`config.mk`:
```
export PLATFORM = sky130hd
export DESIGN_NAME = hazard_detection
export DESIGN_NICKNAME = d
export VERILOG_FILES = /design/src/rtl/hazard_detection.sv
export SDC_FILE = /design/constraint.sdc
export NUM_CORES = 1
export LEC_CHECK = 0
export BUFFER_PORTS_ARGS = -buffer_cell sky130_fd_sc_hd__buf_2
export CAP_MARGIN = 0
export CELL_PAD_IN_SITES_DETAIL_PLACEMENT = 1
export CELL_PAD_IN_SITES_GLOBAL_PLACEMENT = 2
export CORE_MARGIN = 2
export CORE_UTILIZATION = 29
export DETAILED_ROUTE_END_ITERATION = 8
export PLACE_DENSITY_LB_ADDON = 0.1
export REMOVE_ABC_BUFFERS = 1
export SLEW_MARGIN = 10
export SYNTH_ARGS = -nofsm -noshare
export SYNTH_HDL_FRONTEND = slang
export SYNTH_SLANG_ARGS = --single-unit
export TNS_END_PERCENT = 20
```
`constraint.sdc`:
```
create_clock -name i_clock -period 2.3 [get_ports i_clock]
set_input_delay 0.115 -clock i_clock [delete_from_list [all_inputs] [get_ports i_clock]]
set_output_delay 0.115 -clock i_clock [all_outputs]
set_load 0.05 [all_outputs]
```
`src/rtl/hazard_detection.sv`:
```
// ID-stage hazard unit: detects load-use and unresolved branch-operand hazards, drives
// stall/bubble/flush controls, tracks stall runs and keeps saturating event counters.
module hazard_detection #(
  parameter int unsigned MAX_STALL = 4,
  parameter int unsigned CNT_W     = 16
) (
  input  logic             i_clock,
  input  logic             i_reset,
  input  logic [4:0]       i_if_id_rs,
  input  logic [4:0]       i_if_id_rt,
  input  logic             i_if_id_uses_rt,
  input  logic             i_if_id_is_branch,
  input  logic             i_branch_taken,
  input  logic             i_id_ex_mem_read,
  input  logic             i_id_ex_reg_write,
  input  logic [4:0]       i_id_ex_rd,
  input  logic             i_ex_mem_mem_read,
  input  logic [4:0]       i_ex_mem_rd,
  output logic             o_pc_write,
  output logic             o_if_id_write,
  output logic             o_if_id_flush,
  output logic             o_id_ex_bubble,
  output logic [CNT_W-1:0] o_stall_count,
  output logic [CNT_W-1:0] o_flush_count,
  output logic             o_stall_timeout
);

  localparam int unsigned RunW = $clog2(MAX_STALL + 1);

  typedef enum logic [1:0] {StRun, StStall, StFlush} state_e;

  state_e            r_state, w_state_d;
  logic [RunW-1:0]   r_run_len, w_run_len_d;
  logic [CNT_W-1:0]  r_stall_count, r_flush_count;
  logic              r_stall_timeout;

  logic w_match_ex, w_match_mem;
  logic w_h1, w_h2, w_h3, w_hazard, w_flush;

  // Register 0 is hardwired, so it never creates a dependency.
  function automatic logic f_match(input logic [4:0] r, input logic [4:0] rs,
                                   input logic [4:0] rt, input logic uses_rt);
    return (r != 5'd0) && ((r == rs) || (uses_rt && (r == rt)));
  endfunction

  assign w_match_ex  = f_match(i_id_ex_rd, i_if_id_rs, i_if_id_rt, i_if_id_uses_rt);
  assign w_match_mem = f_match(i_ex_mem_rd, i_if_id_rs, i_if_id_rt, i_if_id_uses_rt);

  assign w_h1     = i_id_ex_mem_read && w_match_ex;
  assign w_h2     = i_if_id_is_branch && i_id_ex_reg_write && !i_id_ex_mem_read && w_match_ex;
  assign w_h3     = i_if_id_is_branch && i_ex_mem_mem_read && w_match_mem;
  assign w_hazard = w_h1 || w_h2 || w_h3;

  // A stall masks branchTaken; a flush is never repeated back to back.
  assign w_flush  = i_if_id_is_branch && i_branch_taken && !w_hazard && (r_state != StFlush);

  always_comb begin
    w_state_d   = StRun;
    w_run_len_d = '0;
    if (w_hazard) begin
      w_state_d   = StStall;
      w_run_len_d = (r_run_len == RunW'(MAX_STALL)) ? r_run_len : r_run_len + 1'b1;
    end else if (w_flush) begin
      w_state_d   = StFlush;
    end
  end

  always_comb begin
    o_pc_write     = !w_hazard;
    o_if_id_write  = !w_hazard;
    o_if_id_flush  = w_flush;
    o_id_ex_bubble = w_hazard;
    if (i_reset) begin
      o_pc_write     = 1'b0;
      o_if_id_write  = 1'b0;
      o_if_id_flush  = 1'b1;
      o_id_ex_bubble = 1'b1;
    end
  end

  always_ff @(posedge i_clock) begin
    if (i_reset) begin
      r_state         <= StRun;
      r_run_len       <= '0;
      r_stall_count   <= '0;
      r_flush_count   <= '0;
      r_stall_timeout <= 1'b0;
    end else begin
      r_state   <= w_state_d;
      r_run_len <= w_run_len_d;
      if (w_hazard && (r_stall_count != '1)) r_stall_count <= r_stall_count + 1'b1;
      if (w_flush && (r_flush_count != '1))  r_flush_count <= r_flush_count + 1'b1;
      if (w_hazard && (w_run_len_d == RunW'(MAX_STALL))) r_stall_timeout <= 1'b1;
    end
  end

  assign o_stall_count   = r_stall_count;
  assign o_flush_count   = r_flush_count;
  assign o_stall_timeout = r_stall_timeout;

endmodule

```
==> flow_metrics.py <==
metrics = {
    "sta": {
        "fmaxAchievable_ghz": 0.509,
        "setup_viol": 0,
        "rsz0062_at_grt": "false",
        "worst_pin_slew_ns": 0.840,
        "hold_violations": 0,
        "relSlewSlack_pct": 44.0,
        "tns_ns": 0,
        "final_max_slew_viol_count": 0,
        "finalCritPeriodShare_pct": 85.4,
        "min_period_ns": 1.96,
        "fin_skew_ns": 0.00511,
    },
    "job": {
        "maxCapViolations": 0,
    },
    "route": {
        "drc": 0,
        "wire_per_inst_um": 14.2,
        "wl_mm": 6.33,
        "vias_per_cell": 5.06,
        "first_pass_iters": 4,
        "antenna_left": 0,
        "via_count": 2250,
        "drtIter0Drc": 35,
    },
    "setup_path": {
        "reg2reg_from": "o_flush_count[8]",
        "start_kind": "flip-flop",
        "max_stage_delay_ns": 0.46,
        "crit_type": "reg2reg",
        "crit_buf_inv": 1,
        "critical-path-top-delay-family": "simple AND/OR/NAND/NOR gates",
        "crit_top_cell": "and3_1",
        "crit_arrival_ns": 2.19,
        "setup.worst_path.end_class": "flip-flop",
        "r2r_cells": 7,
        "critPathSlowestCell": "or4b_1",
        "required_ns": 2.52,
        "reg2reg_to": "o_flush_count[5]",
        "crit_chain": "and3_1 -> and3_1 -> nand4_1 -> nand2_1 -> buf_4 -> or4b_1 -> a21oi_1",
        "r2r_setup_slack_ns": 0.34,
        "path_max_fanout": 13,
    },
    "cts": {
        "h-tree-depth": 2,
        "cts_hold_buf": 0,
        "clk_pin_slew_ns": 0.08,
        "cts.root.buffer_cell": "clkbuf_8",
        "clock_latency_ns": 0.29,
        "cts_resized": 0,
        "cts_num_sinks": 38,
        "numCtsBuffers": 5,
        "cts_tree": "done",
        "clk_path_buf_depth": 2,
        "post_cts.repair.setup_buffers": 0,
    },
    "yosys": {
        "synthSimpleGateAreaFrac_pct": 30.7,
        "synth_warnings": 0,
        "yosys-top-cells-count": "38 x dfxtp_1, 25 x a21oi_1, 21 x nor2_1",
        "synth_most_common_cell": "dfxtp_1",
        "synth_edf_count": 0,
        "netlist.top_cell.by_area": "dfxtp_1",
        "synth.mux.area_fraction_pct": 5.42,
        "synth_cell_types": 40,
        "synth_top_cell_area_share_pct": 33.9,
        "async_reset_ff_share_pct": 0,
        "synth_fa_ha_area_share_pct": 2.23,
        "synth_seq_cells": 38,
        "synth_area_per_cell_um2": 8.12,
        "synth-seq-area-share_pct": 33.9,
        "synth_top_family_by_area": "simple AND/OR/NAND/NOR gates",
        "synth-compound-area-share_pct": 15.3,
        "synth-main-ff-cell": "dfxtp_1",
        "synth_area_leaders": "dfxtp_1 34%, xnor2_1 7.8%, a21oi_1 5.6%",
        "syn-cell-area_um2": 2240,
        "syn_inst": 276,
        "synth-xor-area-share_pct": 7.82,
    },
    "floorplanning": {
        "fp.dieH_um": 91.9,
        "core_um2": 7610,
        "start_util_pct": 29.5,
        "rows": 32,
        "die_w_um": 91.9,
        "pin_count": 65,
        "dieArea_um2": 8450,
    },
    "grt": {
        "overflow": 0,
        "grt_max_degree": 47,
        "grt_pass1_wl_mm": 10.8,
        "grt_pass1_vias": 2277,
        "grt_usage_pct": 15.6,
        "antenna_found_initial": 0,
    },
    "power": {
        "leakage_nw": 1.14,
        "power_density_nw_per_um2": 512,
        "power_mw": 1.45,
        "ir_worst_vdd_uv": 266,
    },
    "worst_hold_path": {
        "hold_path_class": "in2reg",
        "whs_endpoint": "r_state[1]",
        "hp-start": "i_branch_taken",
        "hold_depth": 5,
    },
    "placement": {
        "gp_routability_congestion": 0.756,
        "detailed_place_hpwl_mm": 4.72,
        "portBuffers": 64,
    },
    "layout": {
        "nNetsFinal": 375,
        "drive_gt1_share_pct": 27.4,
        "fin_util_pct": 37.3,
        "area_growth_pct": 26.5,
        "diodes": 0,
        "fillers": 987,
    },
    "run_status": {
        "outcome": "finished clean",
    },
}
## state kept, by name (all words and copies together) (netlist names)
signal           cells
o_flush_count       16
o_stall_count       16
r_run_len            3
r_state              2
o_stall_timeout      1
## final cells by class
type | instances | area (um^2) | share of cell area, %
Clock buffer | 6 | 82.6 | 2.91
Timing Repair Buffer | 77 | 430 | 15.2
Inverter | 6 | 22.5 | 0.794
Sequential cell | 38 | 761 | 26.8
Clock inverter | 1 | 30.0 | 1.06
Multi-Input combinational cell | 215 | 1380 | 48.7
Tap cell | 102 | 128 | 4.50
## report_power, final
group	internal (mW)	total, mW	switching, mW
Combinational	0.0712	0.186	0.115
Clock	0.348	0.601	0.253
Sequential	0.662	0.665	0.00300
Total	1.08	1.45	0.371
## how the worst max path moves through the flow
stage	start	to	slack (ns)	cells after the start
CTS	o_flush_count[8]	o_flush_count[5]	0.30	7
detailed placement	i_ex_mem_rd[0]	o_flush_count[7]	0.12	7
global route	o_flush_count[8]	o_flush_count[5]	0.19	7
finish	o_flush_count[8]	o_flush_count[5]	0.34	7
floorplan	i_ex_mem_rd[0]	r_state[1]	-1.19	6
global placement	i_ex_mem_rd[0]	o_flush_count[9]	0.15	7
## placed cells by master (no fill, tap or decap), types with 2 or more instances in the layout
cell type / synthesis / layout
buf_4: 1 / 12
and2_1: 5 / 5
clkbuf_8: 0 / 6
o22ai_1: 2 / 2
nand4_1: 9 / 9
and4_1: 4 / 4
nand3_1: 16 / 16
dfxtp_1: 38 / 38
mux2_2: 7 / 7
buf_2: 5 / 64
nor3_1: 5 / 5
nor2b_1: 8 / 8
or4_1: 15 / 15
ha_1: 4 / 4
mux2_1: 2 / 2
nand2b_1: 4 / 4
and3_1: 8 / 8
o31ai_1: 14 / 14
a21oi_1: 25 / 25
o21ai_0: 5 / 5
xnor2_1: 20 / 20
nand2_1: 20 / 20
or3_1: 3 / 3
inv_1: 6 / 6
nor4_1: 4 / 4
nor2_1: 21 / 21
mux2i_1: 2 / 2
## worst min-delay path, stage by stage
cell and delay (ns):
buf_2 0.10, nand2_1 0.07, a21oi_1 0.06, buf_4 0.16, and2_1 0.15
## metrics by stage
| stage | setup WS, ns | hold slack, ns | cell area (um^2) | std cells |
|---|---|---|---|---|
| finish | 0.335 | 0.398 | 2840 | 445 |
| global route | 0.187 | 0.470 | 2840 | 445 |
| CTS | 0.296 | 0.396 | 2840 | 445 |
| detailed placement | 0.115 | 0.456 | 2720 | 438 |
| global placement | 0.153 | 0.460 | 2720 | 438 |
| floorplan | -1.19 | 0.184 | 2160 | 259 |
## cells by family (layout without fill, tap and decap cells)
logic type,count (synthesis),after routing
and+or+nand+nor,125,125
AOI/OAI and AO/OA,55,55
DFF,38,38
buffers and inverters,23,90
xor gates and xnor gates,20,20
muxes,11,11
adders and majority gates,4,4
## per-layer routing
layer,GRT usage (%),vias to the layer above,part of all wire [%],routed length (um)
li1,-,1138,-,-
met1,20.5,1062,49,3120
met2,25.7,44,45,2850
met3,3.45,6,4.6,293
met4,4.35,0,1.0,66
met5,0,-,0,0
Note: power is estimated with default switching activity, not from simulation.
